[src/rtl/color_meas_ctrl_pkg.sv]
// rtl/color_meas_ctrl_pkg.sv - shared FSM encoding and default sizing for the color meter
package color_meas_ctrl_pkg;

  typedef enum logic [2:0] {
    ST_IDLE,
    ST_ARM,
    ST_MEAS,
    ST_DIV,
    ST_BCD,
    ST_HOLD
  } state_t;

  localparam int DEF_PERIODS = 4;
  localparam int DEF_CNT_W   = 14;
  localparam int DEF_TMO     = 16383;
  localparam int FREQ_W      = 9;
  localparam int DIGS_W      = 12;

endpackage

[src/rtl/color_meas_ctrl_if.sv]
// rtl/color_meas_ctrl_if.sv - divider and BCD converter handshake bundle
interface color_meas_ctrl_if
  import color_meas_ctrl_pkg::*;
#(
  parameter int CNT_W = DEF_CNT_W
);
  logic              div_start;
  logic [CNT_W-1:0]  div_period;
  logic              div_done;
  logic [FREQ_W-1:0] div_freq;
  logic              bcd_start;
  logic [FREQ_W-1:0] bcd_freq;
  logic              bcd_done;
  logic [DIGS_W-1:0] bcd_digs;

  modport master (
    output div_start, div_period, bcd_start, bcd_freq,
    input  div_done, div_freq, bcd_done, bcd_digs
  );

  modport slave (
    input  div_start, div_period, bcd_start, bcd_freq,
    output div_done, div_freq, bcd_done, bcd_digs
  );
endinterface

[src/rtl/color_meas_ctrl_edge_sync.sv]
// rtl/color_meas_ctrl_edge_sync.sv - two-flop synchronizer with rising-edge strobe
module edge_sync (
  input  logic clk,
  input  logic rst_n,
  input  logic async_i,
  output logic rise_o
);
  logic meta_q;
  logic sync_q;
  logic prev_q;

  always_ff @(posedge clk or negedge rst_n) begin
    if (!rst_n) begin
      meta_q <= 1'b0;
      sync_q <= 1'b0;
      prev_q <= 1'b0;
    end else begin
      meta_q <= async_i;
      sync_q <= meta_q;
      prev_q <= sync_q;
    end
  end

  assign rise_o = sync_q & ~prev_q;
endmodule

[src/rtl/color_meas_ctrl.sv]
// rtl/color_meas_ctrl.sv - times PERIODS color periods in ticks, drives divider and BCD
// converter, and publishes the digits on each display update.
module color_meas_ctrl
  import color_meas_ctrl_pkg::*;
#(
  parameter int PERIODS = DEF_PERIODS,
  parameter int CNT_W   = DEF_CNT_W,
  parameter int TMO     = DEF_TMO
) (
  input  logic              clk,
  input  logic              rst_n,
  input  logic              tick,
  input  logic              upd,
  input  logic              color,
  color_meas_ctrl_if.master hs,
  output logic [DIGS_W-1:0] digs,
  output logic              valid,
  output logic              no_sig
);
  localparam logic [CNT_W-1:0] TMO_C     = CNT_W'(TMO);
  localparam logic [3:0]       PERIODS_C = 4'(PERIODS);

  state_t            state_q;
  logic [CNT_W-1:0]  tick_cnt_q;
  logic [3:0]        edge_cnt_q;
  logic              div_start_q;
  logic [CNT_W-1:0]  div_period_q;
  logic              bcd_start_q;
  logic [FREQ_W-1:0] bcd_freq_q;
  logic [DIGS_W-1:0] pend_digs_q;
  logic              pend_ns_q;
  logic [DIGS_W-1:0] digs_q;
  logic              valid_q;
  logic              no_sig_q;

  logic              rise;
  logic [CNT_W-1:0]  tick_cnt_d;
  logic [3:0]        edge_cnt_d;
  logic              timeout;

  edge_sync u_edge_sync (
    .clk    (clk),
    .rst_n  (rst_n),
    .async_i(color),
    .rise_o (rise)
  );

  // Saturating count: the tick of the current clk is included, so a tick that
  // coincides with the final edge still lands in div_period.
  assign tick_cnt_d = (tick && (tick_cnt_q != TMO_C)) ? tick_cnt_q + 1'b1 : tick_cnt_q;
  assign edge_cnt_d = edge_cnt_q + 4'd1;
  assign timeout    = (tick_cnt_q == TMO_C);

  always_ff @(posedge clk or negedge rst_n) begin
    if (!rst_n) begin
      state_q      <= ST_IDLE;
      tick_cnt_q   <= '0;
      edge_cnt_q   <= '0;
      div_start_q  <= 1'b0;
      div_period_q <= '0;
      bcd_start_q  <= 1'b0;
      bcd_freq_q   <= '0;
      pend_digs_q  <= '0;
      pend_ns_q    <= 1'b0;
      digs_q       <= '0;
      valid_q      <= 1'b0;
      no_sig_q     <= 1'b0;
    end else begin
      div_start_q <= 1'b0;
      bcd_start_q <= 1'b0;
      case (state_q)
        ST_IDLE: begin
          tick_cnt_q <= '0;
          edge_cnt_q <= '0;
          state_q    <= ST_ARM;
        end
        ST_ARM: begin
          if (timeout) begin
            pend_digs_q <= '0;
            pend_ns_q   <= 1'b1;
            state_q     <= ST_HOLD;
          end else if (rise) begin
            tick_cnt_q <= '0;
            edge_cnt_q <= '0;
            state_q    <= ST_MEAS;
          end else begin
            tick_cnt_q <= tick_cnt_d;
          end
        end
        ST_MEAS: begin
          if (timeout) begin
            pend_digs_q <= '0;
            pend_ns_q   <= 1'b1;
            state_q     <= ST_HOLD;
          end else begin
            tick_cnt_q <= tick_cnt_d;
            if (rise) begin
              edge_cnt_q <= edge_cnt_d;
              if (edge_cnt_d == PERIODS_C) begin
                div_period_q <= tick_cnt_d;
                div_start_q  <= 1'b1;
                state_q      <= ST_DIV;
              end
            end
          end
        end
        // A done seen while our own start is still on the wire cannot belong to it.
        ST_DIV: begin
          if (hs.div_done && !div_start_q) begin
            bcd_freq_q  <= hs.div_freq;
            bcd_start_q <= 1'b1;
            state_q     <= ST_BCD;
          end
        end
        ST_BCD: begin
          if (hs.bcd_done && !bcd_start_q) begin
            pend_digs_q <= hs.bcd_digs;
            pend_ns_q   <= 1'b0;
            state_q     <= ST_HOLD;
          end
        end
        ST_HOLD: begin
          if (upd) begin
            digs_q     <= pend_digs_q;
            no_sig_q   <= pend_ns_q;
            valid_q    <= 1'b1;
            tick_cnt_q <= '0;
            edge_cnt_q <= '0;
            state_q    <= ST_ARM;
          end
        end
        default: state_q <= ST_IDLE;
      endcase
    end
  end

  assign hs.div_start  = div_start_q;
  assign hs.div_period = div_period_q;
  assign hs.bcd_start  = bcd_start_q;
  assign hs.bcd_freq   = bcd_freq_q;
  assign digs          = digs_q;
  assign valid         = valid_q;
  assign no_sig        = no_sig_q;
endmodule

[src/flat_wrapper.sv]
// flat-port wrapper written by rule: the top's interface ports become plain ports
module color_meas_ctrl_flat import color_meas_ctrl_pkg::*;
#(
  parameter int PERIODS = DEF_PERIODS,
  parameter int CNT_W   = DEF_CNT_W,
  parameter int TMO     = DEF_TMO
)
  (clk, rst_n, tick, upd, color, digs, valid, no_sig, hs_div_start, hs_div_period, hs_bcd_start, hs_bcd_freq, hs_div_done, hs_div_freq, hs_bcd_done, hs_bcd_digs);
  color_meas_ctrl_if #(.CNT_W(CNT_W)) hs_i ();
  input  logic clk;
  input  logic rst_n;
  input  logic tick;
  input  logic upd;
  input  logic color;
  output logic [DIGS_W-1:0] digs;
  output logic valid;
  output logic no_sig;
  output wire logic [$bits(hs_i.div_start)-1:0] hs_div_start;
  output wire logic [$bits(hs_i.div_period)-1:0] hs_div_period;
  output wire logic [$bits(hs_i.bcd_start)-1:0] hs_bcd_start;
  output wire logic [$bits(hs_i.bcd_freq)-1:0] hs_bcd_freq;
  input wire logic [$bits(hs_i.div_done)-1:0] hs_div_done;
  input wire logic [$bits(hs_i.div_freq)-1:0] hs_div_freq;
  input wire logic [$bits(hs_i.bcd_done)-1:0] hs_bcd_done;
  input wire logic [$bits(hs_i.bcd_digs)-1:0] hs_bcd_digs;
  assign hs_div_start = hs_i.div_start;
  assign hs_div_period = hs_i.div_period;
  assign hs_bcd_start = hs_i.bcd_start;
  assign hs_bcd_freq = hs_i.bcd_freq;
  assign hs_i.div_done = hs_div_done;
  assign hs_i.div_freq = hs_div_freq;
  assign hs_i.bcd_done = hs_bcd_done;
  assign hs_i.bcd_digs = hs_bcd_digs;
  color_meas_ctrl #(.PERIODS(PERIODS), .CNT_W(CNT_W), .TMO(TMO)) u_core (.clk(clk), .rst_n(rst_n), .tick(tick), .upd(upd), .color(color), .hs(hs_i), .digs(digs), .valid(valid), .no_sig(no_sig));
endmodule
[config.mk]
export PLATFORM = sky130hd
export DESIGN_NAME = color_meas_ctrl_flat
export DESIGN_NICKNAME = d
export VERILOG_FILES = /design/src/rtl/color_meas_ctrl_pkg.sv /design/src/rtl/color_meas_ctrl_if.sv /design/src/rtl/color_meas_ctrl_edge_sync.sv /design/src/rtl/color_meas_ctrl.sv /design/src/flat_wrapper.sv
export SDC_FILE = /design/constraint.sdc
export NUM_CORES = 1
export LEC_CHECK = 0
export CAP_MARGIN = 30
export CORE_MARGIN = 2
export CORE_UTILIZATION = 45
export CTS_CLUSTER_DIAMETER = 150
export DETAILED_ROUTE_END_ITERATION = 8
export MAX_ROUTING_LAYER = met4
export PLACE_DENSITY = 0.81
export SLEW_MARGIN = 20
export SYNTH_ARGS = -nofsm -noshare
export SYNTH_HDL_FRONTEND = slang
export SYNTH_SLANG_ARGS = --single-unit
[constraint.sdc]
create_clock -name clk -period 4.6 [get_ports clk]
set_input_delay 1.38 -clock clk [delete_from_list [all_inputs] [get_ports clk]]
set_output_delay 1.38 -clock clk [all_outputs]
set_load 0.01 [all_outputs]
# [Yosys cells after proc, flatten, opt, wreduce, memory -nomap -nowiden]
# Index checks and enable logic that the tools add are counted.
[op_classes] bitwise=3 n_reduce_logical=16 n_eq_ne=19 muxes=33 addsub=2
[op_table] cell="14-bit 2-to-1 mux" n=5
[op_table] cell="14-bit one-hot mux with 4 select lines" n=1
[op_table] cell="12-bit 2-to-1 mux" n=2
[op_table] cell="3-bit 2-to-1 mux" n=8
[op_table] cell="12-bit one-hot mux with 2 select lines" n=1
[op_table] cell="4-bit 2-to-1 mux" n=5
[op_table] cell="3-bit one-hot mux with 6 select lines" n=1
[op_table] cell="4-bit one-hot mux with 4 select lines" n=1
[op_table] cell="14-bit by 1-bit adder with 14-bit output, second input constant" n=1
[op_table] cell="14-bit == test, second input constant" n=1
[op_table] cell="14-bit != test, second input constant" n=1
[op_table] cell="6-bit AND reduction" n=2
[op_table] cell="2-bit by 1-bit != test with 1-bit output, second input constant" n=5
[op_table] cell="3-bit by 1-bit != test with 1-bit output, second input constant" n=3
[op_table] cell="1-bit 2-to-1 mux" n=8
[op_table] cell="4-bit AND reduction" n=2
[op_table] cell="3-bit by 2-bit == test with 1-bit output, second input constant" n=2
[op_table] cell="3-bit == test, second input constant" n=2
[op_table] cell="2-bit != test, second input constant" n=3
[op_table] cell="4-bit by 1-bit adder with 4-bit output, second input constant" n=1
[op_table] cell="4-bit by 3-bit == test with 1-bit output, second input constant" n=1
[op_table] cell="2-bit AND reduction" n=2
[op_table] cell="4-bit nonzero test" n=1
[op_table] cell="3-bit by 1-bit == test with 1-bit output, second input constant" n=1
[op_table] cell="other kinds (9)" n=13
[totals] out_inout_bits=39 inputBits=28 word_cells=88 reg_bits=76

# [Logic depth before layout (Yosys ltp)]
# Gate-level depths: netlist (run 1).
[logic_depth] word_depth=6 ltp_mapped=9

# [Cells and area by module]
# Synthesis (run 1) repeated with hierarchy kept, for this count alone.
[hier_totals] cells_unflattened=368 area_unflattened_um2=3829.9
[by_module_without_submodules] module="color_meas_ctrl" cells_per_inst=364 area_per_inst_um2=3741.1 n_inst=1
[by_module_without_submodules] module="edge_sync" cells_per_inst=4 area_per_inst_um2=88.8 n_inst=1

# [Least setup slack after synthesis (run 1)]
# No wires, ideal clock.
[synth_timing] kind="input port to flip-flop" from="input hs_bcd_done" to="register u_core.state_q[0]" arrival_ns=2.537 path_slack_ns=1.935 stages=5 required_ns=4.471 path_cell_list="or3b_1 > a32o_1 > a221oi_2 > nor3b_1 > o22ai_1"
[synth_via] elab_chain_cells=3
[synth_lines] element="start, declared" line_no="flat_wrapper.sv:24" text="input wire logic [$bits(hs_i.bcd_done)-1:0] hs_bcd_done;"
[synth_lines] element="1-bit logical AND" line_no="color_meas_ctrl.sv:116" text="if (hs.bcd_done && !bcd_start_q) begin"
[synth_lines] element="2-bit by 1-bit != test with 1-bit output (no source line)"
[synth_lines] element="6-bit AND reduction (no source line)"
[synth_lines] element="end signal, assigned" line_no="color_meas_ctrl.sv:112" text="state_q <= ST_BCD;"
[synth_lines] element="end signal, assigned" line_no="color_meas_ctrl.sv:119" text="state_q <= ST_HOLD;"
[synth_lines] element="end signal, assigned" line_no="color_meas_ctrl.sv:129" text="state_q <= ST_ARM;"
[synth_lines] element="end, declared" line_no="color_meas_ctrl.sv:23" text="state_t state_q;"
# No other way between the ends.
# A chain may end at the register's enable or synchronous reset.

# [Final worst setup path (run 1)]
# Same ends and word-level chain as after synthesis.

==> results of run 1 <==
-- flip-flops by register name, summed over array words and instances (netlist names) --
name and cells:
u_core.digs 12, u_core.edge_cnt_q 4, u_core.hs.bcd_freq 9, u_core.hs.bcd_start 1, u_core.hs.div_period 14, u_core.hs.div_start 1
u_core.no_sig 1, u_core.pend_digs_q 12, u_core.pend_ns_q 1, u_core.state_q 3, u_core.tick_cnt_q 14, u_core.u_edge_sync.meta_q 1
u_core.u_edge_sync.prev_q 1, u_core.u_edge_sync.sync_q 1, u_core.valid 1
-- kinds of logic after synthesis --
group | count (synthesis)
AO/OA/AOI/OAI | 81
XOR/XNOR | 12
adder cells (fa/ha/maj) | 3
buffers and inverters | 24
flip-flops | 76
multiplexers | 26
AND/OR/NAND/NOR | 114
-- per-layer routing --
metal	vias up	GRT usage [%]	part of all wire (%)
met5	-	-	0
met3	13	3.38	6.0
met1	1292	25.5	45
met2	85	29.2	48
li1	1327	-	-
met4	0	7.11	1.6
-- cells in the mapped netlist (all sizes together), types with 2 or more instances --
cell,n
a21bo,2
a21o,4
a21oi,9
a31oi,8
a32o,3
and2,2
and3,2
and3b,2
and4,3
buf,15
clkbuf,4
dfrtp,76
ha,3
inv,5
mux2,24
mux2i,2
nand2,52
nand2b,7
nand3,6
nand3b,2
nand4,7
nor2,10
nor2b,5
nor3,3
nor3b,3
nor4,3
o21ai,41
or3,3
or4,2
xnor2,9
xor2,3
-- power breakdown --
| group | total [uW] | leakage (uW) | internal, uW | switching, uW |
|---|---|---|---|---|
| Combinational | 637 | 0.000910 | 311 | 326 |
| Sequential | 875 | 0.000960 | 783 | 92.2 |
| Clock | 559 | 0.000111 | 311 | 248 |
-- layout make-up --
| cell class | count | area (um2) | share of cell area, % |
|---|---|---|---|
| well taps | 102 | 128 | 2.81 |
| inverters | 5 | 18.8 | 0.413 |
| flip-flops and latches | 76 | 1900 | 41.9 |
| clock inverters | 6 | 95.1 | 2.09 |
| repair buffers | 70 | 708 | 15.6 |
| clock buffers | 10 | 128 | 2.81 |
| multi-input cells | 236 | 1560 | 34.4 |
-- stage by stage --
| stage | worst slack (ns) | utilization (%) | instance area (um2) | cells |
|---|---|---|---|---|
| global route | 1.45 | 58.7 | 4540 | 505 |
| detailed placement | 1.23 | 55.4 | 4280 | 487 |
| floorplan | 1.93 | - | 3580 | 336 |
| finish | 1.55 | 58.7 | 4540 | 505 |
| global placement | 1.41 | 55.4 | 4280 | 487 |
| CTS | 1.59 | 58.3 | 4500 | 503 |
-- how the worst min path moves through the flow --
stage / endpoint / slack, ns / cells after the start
CTS: u_core.u_edge_sync.sync_q / 0.36 / 0
global route: u_core.u_edge_sync.sync_q / 0.36 / 0
global placement: u_core.u_edge_sync.sync_q / 0.34 / 0
detailed placement: u_core.u_edge_sync.sync_q / 0.34 / 0
finish: u_core.u_edge_sync.sync_q / 0.35 / 0
floorplan: u_core.u_edge_sync.sync_q / 0.33 / 0
-- cells in the final DEF (no fill, tap or decap), types with 7 or more instances in the layout --
cell             instances
dfrtp_1                 76
clkdlybuf4s50_1         65
nand2_1                 52
o21ai_0                 38
mux2_2                  23
nor2_1                  10
a21oi_1                  9
xnor2_1                  9
clkbuf_8                 9
a31oi_1                  8
nand2b_1                 7
==> impl_results.md, run 1 <==
- Final HPWL DP: around 5300 um
- Die width: around 93 um
- Worst Setup Start Kind: primary input
- Max stage delay on crit path: 0.48 ns
- Post-route DRC: 0
- Compound-Gate Fraction of Synth Area: 14.1%
- Initial Utilization: between 40% and 50%
- CP Depth: 6
- Clock sinks: 76
- Final cycle utilization of the critical path: 66.3%
- Critical path class: primary input to flop
- RSZ-0062 raised after global routing: no
- Ranking of synthesized cells by area: dfrtp_1 (53%), mux2_2 (7.2%), nand2_1 (5.5%)
- Rows: 32
- Skew final: 0.0107 ns
- Number of buffers created by CTS: 9
- Post-Syn Area: 3580 um2
- Resize count post-CTS: 0
- Simple-gate portion of the synthesized area: between 10% and 20%
- Post-synth EDFFs: 0
- Synth cell types: 55
- Xor and xnor fraction of the mapped netlist area: 2.94%
- Setup Fix Bufs, Post-CTS: 0
- CTS tree: yes
- Top cell type's share of synthesized area: 53.1%
- Post-synth top area cell: dfrtp_1
- Share of layout cells above drive strength 1: 13.6%
- Synth warn: 0
- Critical path, cell by cell: clkdlybuf4s50_1, or3b_1, a32o_1, a221oi_2, nor3b_1, o22ai_1
- Register area share after synthesis: 53.1%
- Leak: 0.00198 uW
- CTS clk-pin slew, worst paths: 0.07 ns
- Final setup fails: 0
- Critical path buffers and inverters: 1
- Total gr overflow: 0
- Hold Buf Count CTS: 0
- Min cycle time layout: 3.05 ns
- Rel. slew slack: 35.5%
- Post-DRT Antenna Nets: 0
- Antenna Cells: 0
- Final WL: 7530 um
- Status: finished, final reports clean
- Largest net degree at the start of global routing: 77
- Adder-cell area share of the yosys netlist: 1.05%
- Maxcap violations: 0
- CP Capture Point: u_core.state_q[0]
- Core box area: 7730 um2
- Worst Reg-to-Reg Cells: 6
- Fillers: 620
- Clock Tree Buf Depth: 2
- Mux contribution to synthesized area: under 10%
- Fmax: 0.328 GHz
- Capturing point of the worst reg2reg path: u_core.hs.div_period[7]
- Routed vias/inst: 5.38
- Crit path required time: 4.80 ns
- First-pass GRT wire length: 12800 um
- Hold Path Class: flop to flop
- GPL Wtd Cong: 0.905
- Synthesized flop and latch total: 76
- Crit path from: hs_bcd_done
- Clock latency on the worst-skew pair: ~0.34 ns
- R2R setup slack: roughly 1.8 ns
- DR vias: between 2000 and 3000
- Arrival @ worst endpoint: 3.25 ns
- Total track usage: 19.0%
- CP endpoint kind: flop
- Nets@finish: 429
- H-tree levels: 3
- Syn Nets: 367
- Ys async rst share: between 90% and 100%
- Top delay family on crit path: compound AO/OA/AOI/OAI gates
- I/O Pins: 67
- Die Height: 93.2 um
- Slowest stage cell, crit path: clkdlybuf4s50_1
- Worst Hold Margin: 0.355 ns
- Final hold viol count: 0
- R2r startpoint: u_core.tick_cnt_q[0]
- Worst vdd ir: 0.196 mV
- Initial drt markers: 135
- Worst-Margin Slew: 0.965 ns
- Main combinational cell family by area after synthesis: simple AND/OR/NAND/NOR gates
- Syn Inst Count: 336
- Worst-path fanout max: 4
- Die area: roughly 8700 um2
- Initial antenna violation count: 0
- Final Max Tran Viols: 0
- Hold path start: u_core.u_edge_sync.meta_q
- Most used DFF post-synth: dfrtp_1
- Syn avg cell area: 10.7 um2
- # port buffers: 66
- Root Buffer: clkbuf_8
- Layout Area Growth over Synthesis: 26.8%
- Setup_tns: 0 ns
- Pwr/cell area: between 400 and 500 nW/um2
- DR pass1 iterations: 4
- Routed len/inst: 14.9 um
- Vias in the first global route: about 2600
- Total power: 2070 uW
(Power assumes the default switching activity.)
==> run 2, diff against run 1 <==
Settings changed: PLACE_DENSITY 0.81 to 0.84.
Clock period 4.6 ns to 2.7 ns, I/O delays scaled along.
==> impl_results.md, run 2 (synthesis gave the netlist of run 1 again) <==
- Nets@finish: 436
- Worst Hold Margin: 0.356 ns
- Final WL: 7870 um
- Hold Buf Count CTS: 0
- DR vias: 2833
- # port buffers: 66
- PnR worst setup slack: ~0.20 ns
- Die Height: 93.2 um
- Initial antenna violation count: 0
- RSZ-0062 raised after global routing: no
- Die area: about 8700 um2
- CTS tree: yes
- Vias in the first global route: 2772
- Total gr overflow: 0
- Die width: 93.2 um
- Highest Signal Layer: met4
- Clock Tree Buf Depth: 2
- Final core occ: a little under 60%
- Initial Utilization: 46.3%
- Share of layout cells above drive strength 1: roughly 15%
- Core box area: between 7000 and 8000 um2
- Commonest cells after routing, fill and taps aside: dfrtp_1 (76), clkdlybuf4s50_1 (65), nand2_1 (52), o21ai_0 (38), mux2_2 (23)
- Pwr/cell area: slightly below 800 nW/um2
- Final hold viol count: 0
- Commonest non-fill, non-tap cell in the layout: dfrtp_1
- Post-route DRC: 0
- Placed inst area: ~4400 um2
- Worst-Margin Slew: 0.710 ns
- Initial drt markers: roughly 220
- Root Buffer: clkbuf_8
- Worst-path fanout max: 4
- Fmax: 0.400 GHz
- Final setup fails: 0
- Rows: 32
- First-pass GRT wire length: roughly 13000 um
- Leak: 0.00200 uW
- H-tree levels: 3
- Met3 WL: 536 um
- Number of buffers created by CTS: 9
- DR pass1 iterations: 5
- CTS clk-pin slew, worst paths: 0.09 ns
- Critical path class: primary input to flop
- Maxcap violations: 0
- Setup Fix Bufs, Post-CTS: 0
- WL met1: approximately 3400 um
- Setup WS pre-CTS: -0.0380 ns
- Post-DRT Antenna Nets: 0
- CP endpoint kind: flop
- Cell area after layout: 4570 um2
- Worst vdd ir: around 0.45 mV
- Routed length on met2: 3850 um
- Final Max Tran Viols: 0
- Crit path required time: 2.92 ns
- Clock sinks: 76
- Hold Path Class: flop to flop
- Final HPWL DP: 5680 um
- Worst Setup Start Kind: primary input
- Skew final: 0.0111 ns
- Final cycle utilization of the critical path: 92.7%
- Setup_tns: 0 ns
- GPL Wtd Cong: 0.919
- Routed len/inst: 15.4 um
- Layout Area Growth over Synthesis: 27.6%
- Status: finished, final reports clean
- Antenna Cells: 0
- Arrival @ worst endpoint: ~2.7 ns
- Routed vias/inst: 5.53
- Resize count post-CTS: 0
- Clock latency on the worst-skew pair: 0.35 ns
- R2R setup slack: 0.44 ns
- Total track usage: 19.6%
- Min cycle time layout: 2.50 ns
- I/O Pins: 67
- Largest net degree at the start of global routing: 48
- Rel. slew slack: 52.5%
[run 2: changes by cell type in the layout (fill, tap and decap cells not counted), sizes merged]
cell and change:
clkbuf -1, clkinvlp +2, inv +2, buf +7, bufinv -1, clkinv -2
[run 2: per-layer routing]
layer / vias to the layer above / global-route usage, %
li1: 1330 / -
met5: - / -
met1: 1363 / 24.1
met2: 127 / 32.2
met3: 13 / 4.11
met4: 0 / 7.23
[run 2: cell type report]
type                    instances  area [um2]
multi-input cells             236        1560
clock buffers                   9         124
clock inverters                 7        82.6
repair buffers                 77         753
well taps                     102         128
flip-flops and latches         76        1900
fillers                       636        3160
inverters                       5        18.8
[run 2: worst max-delay path, cell delays in order]
cell,delay [ns]
clkdlybuf4s50_1,0.49
or3b_1,0.37
a32o_1,0.31
a221oi_2,0.28
nor3b_1,0.31
o22ai_1,0.15
[run 2: power breakdown]
part           internal [uW]  switching [uW]
combinational            547             568
sequential              1330             161
clock                    443             467
[run 2: worst paths after layout]
check,start,endpoint,depth (start not counted)
setup / recovery,hs_bcd_done,u_core.state_q[0],6
hold / removal,u_core.u_edge_sync.meta_q,u_core.u_edge_sync.sync_q,0
setup reg to reg,u_core.state_q[0],u_core.tick_cnt_q[1],5
hold reg to reg,u_core.u_edge_sync.meta_q,u_core.u_edge_sync.sync_q,0
max in group asynchronous,rst_n,u_core.tick_cnt_q[12],2
min in group asynchronous,rst_n,u_core.pend_digs_q[10],1
[run 2: metrics by stage]
step	total power, uW	std cells
floorplan	2170	336
global placement	2560	496
detailed placement	2620	496
CTS	3540	512
global route	3740	512
finish	3520	512
==> run 3, diff against run 2 <==
Settings changed: CORE_MARGIN 2 to 1, SLEW_MARGIN 20 to unset.
==> impl_results.md, run 3 (synthesis gave the netlist of run 1 again) <==
- Arrival @ worst endpoint: between 2 and 3 ns
- Critical path, cell by cell: clkdlybuf4s50_1, or3b_1, a32o_1, a221oi_2, nor3b_1, o22ai_1
- Routed vias/inst: around 5.4
- Commonest cells after routing, fill and taps aside: dfrtp_1 (76), clkdlybuf4s50_1 (65), nand2_1 (52), o21ai_0 (38), mux2_2 (23)
- Clock Tree Buf Depth: 2
- Initial drt markers: 126
- Post-DRT Antenna Nets: 0
- Worst-Margin Slew: 0.789 ns
- Crit path required time: roughly 2.9 ns
- Hold Path Class: flop to flop
- Number of buffers created by CTS: 9
- Skew final: 0.00863 ns
- Placed inst area: 4370 um2
- Final core occ: roughly 60%
- Gate power share: 30.4%
- CP endpoint kind: flop
- Final setup fails: 0
- Leak: 0.00203 uW
- Min cycle time layout: 2.38 ns
- Worst Setup Start Kind: primary input
- GR Util met2: 33.1%
- R2R setup slack: 0.44 ns
- Fmax: 0.421 GHz
- Total track usage: 20.0%
- Antenna Cells: 0
- First-pass GRT wire length: 12900 um
- GR Util met1: 25.0%
- Worst vdd ir: 0.290 mV
- Clock sinks: 76
- Routed len/inst: 14.8 um
- Total power: 3680 uW
- Final HPWL DP: 5390 um
- Max stage delay on crit path: 0.50 ns
- CTS clk-pin slew, worst paths: 0.08 ns
- Cell area after layout: 4610 um2
- Worst-path fanout max: 4
- DR vias: around 2800
- Resize count post-CTS: 0
- DR pass1 iterations: 4
- I/O Pins: 67
- Commonest non-fill, non-tap cell in the layout: dfrtp_1
- Sequential Power Share: 40.6%
- Final cycle utilization of the critical path: about nine tenths
- Post-route DRC: 0
- Final Max Tran Viols: 0
- Setup Fix Bufs, Post-CTS: 0
- RSZ-0062 raised after global routing: no
- Die area: 8320 um2
- Critical path class: primary input to flop
- Core box area: 7730 um2
- Hold Buf Count CTS: 0
- Initial antenna violation count: 0
- Layout Area Growth over Synthesis: 28.9%
- Sw Share: between 30% and 40%
- Internal Power: 2520 uW
- Initial Utilization: 46.3%
- Clk pwr share: 29.0%
- Root Buffer: clkbuf_8
- Worst Hold Margin: 0.354 ns
- GPL Wtd Cong: between 0.9 and 1
- Rel. slew slack: 46.9%
- Die Height: 91.2 um
- Final hold viol count: 0
- Total gr overflow: 0
- Met3 Use GR: 3.10%
- Largest net degree at the start of global routing: 77
- Pwr/cell area: 797 nW/um2
- Rows: 32
- Status: finished, final reports clean
- Layer with the highest usage: met2
- Vias in the first global route: 2741
- Final WL: 7600 um
- Nets@finish: 437
- Slowest stage cell, crit path: clkdlybuf4s50_1
- Clock latency on the worst-skew pair: roughly 0.35 ns
- Share of layout cells above drive strength 1: 15.6%
- Sw Pwr: 1160 uW
- # port buffers: 66
- Maxcap violations: 0
- CTS tree: yes
- Die width: 91.2 um
- H-tree levels: 3
==> run 3: cell types whose count changed in the layout (fill, tap and decap cells not counted) <==
cell / previous run / this run
inv_8: 1 / 0
bufinv_16: 1 / 3
buf_4: 11 / 12
clkinvlp_4: 2 / 0
clkinv_2: 0 / 1
clkinv_4: 0 / 1
inv_6: 3 / 2
==> run 3: stage by stage <==
stage | worst slack [ns] | setup TNS (ns) | instances
after detailed placement | -0.00456 | -0.00456 | 497
final | 0.324 | 0 | 513
after CTS | 0.358 | 0 | 513
after floorplan | 0.605 | 0 | 336
after global routing | 0.231 | 0 | 513
after global placement | 0.110 | 0 | 497
==> run 3: layout make-up <==
| type | count | area, um2 |
|---|---|---|
| flip-flops and latches | 76 | 1900 |
| fillers | 632 | 3110 |
| multi-input cells | 236 | 1560 |
| clock buffers | 9 | 124 |
| inverters | 5 | 18.8 |
| well taps | 102 | 128 |
| clock inverters | 7 | 121 |
| repair buffers | 78 | 761 |
==> run 3: layer usage <==
layer	routed length, um	vias up
li1	-	1333
met1	3410	1360
met2	3800	78
met3	312	7
met4	79	0
met5	0	-
==> run 3: critical path, delay by kind of cell <==
kind	cells	cell delay [ns]
compound gates	3	0.65
simple gates	2	0.63
buf+inv	1	0.50
==> run 3: worst paths after layout <==
kind                                           start                        end  depth (start not counted)
min in group asynchronous                      rst_n            u_core.digs[11]                          2
hold reg to reg            u_core.u_edge_sync.meta_q  u_core.u_edge_sync.sync_q                          0
setup reg to reg                u_core.tick_cnt_q[2]       u_core.tick_cnt_q[8]                          4
max in group asynchronous                      rst_n      u_core.tick_cnt_q[13]                          2
setup / recovery                         hs_bcd_done          u_core.state_q[0]                          6
hold / removal             u_core.u_edge_sync.meta_q  u_core.u_edge_sync.sync_q                          0
==> run 3: power groups by stage <==
stage / combinational [uW] / clock, uW / sequential [uW]
floorplan: 666 / 0 / 1500
global placement: 1070 / 0 / 1500
detailed placement: 1110 / 0 / 1520
CTS: 1120 / 1080 / 1490
global route: 1230 / 1140 / 1530
finish: 1120 / 1070 / 1490
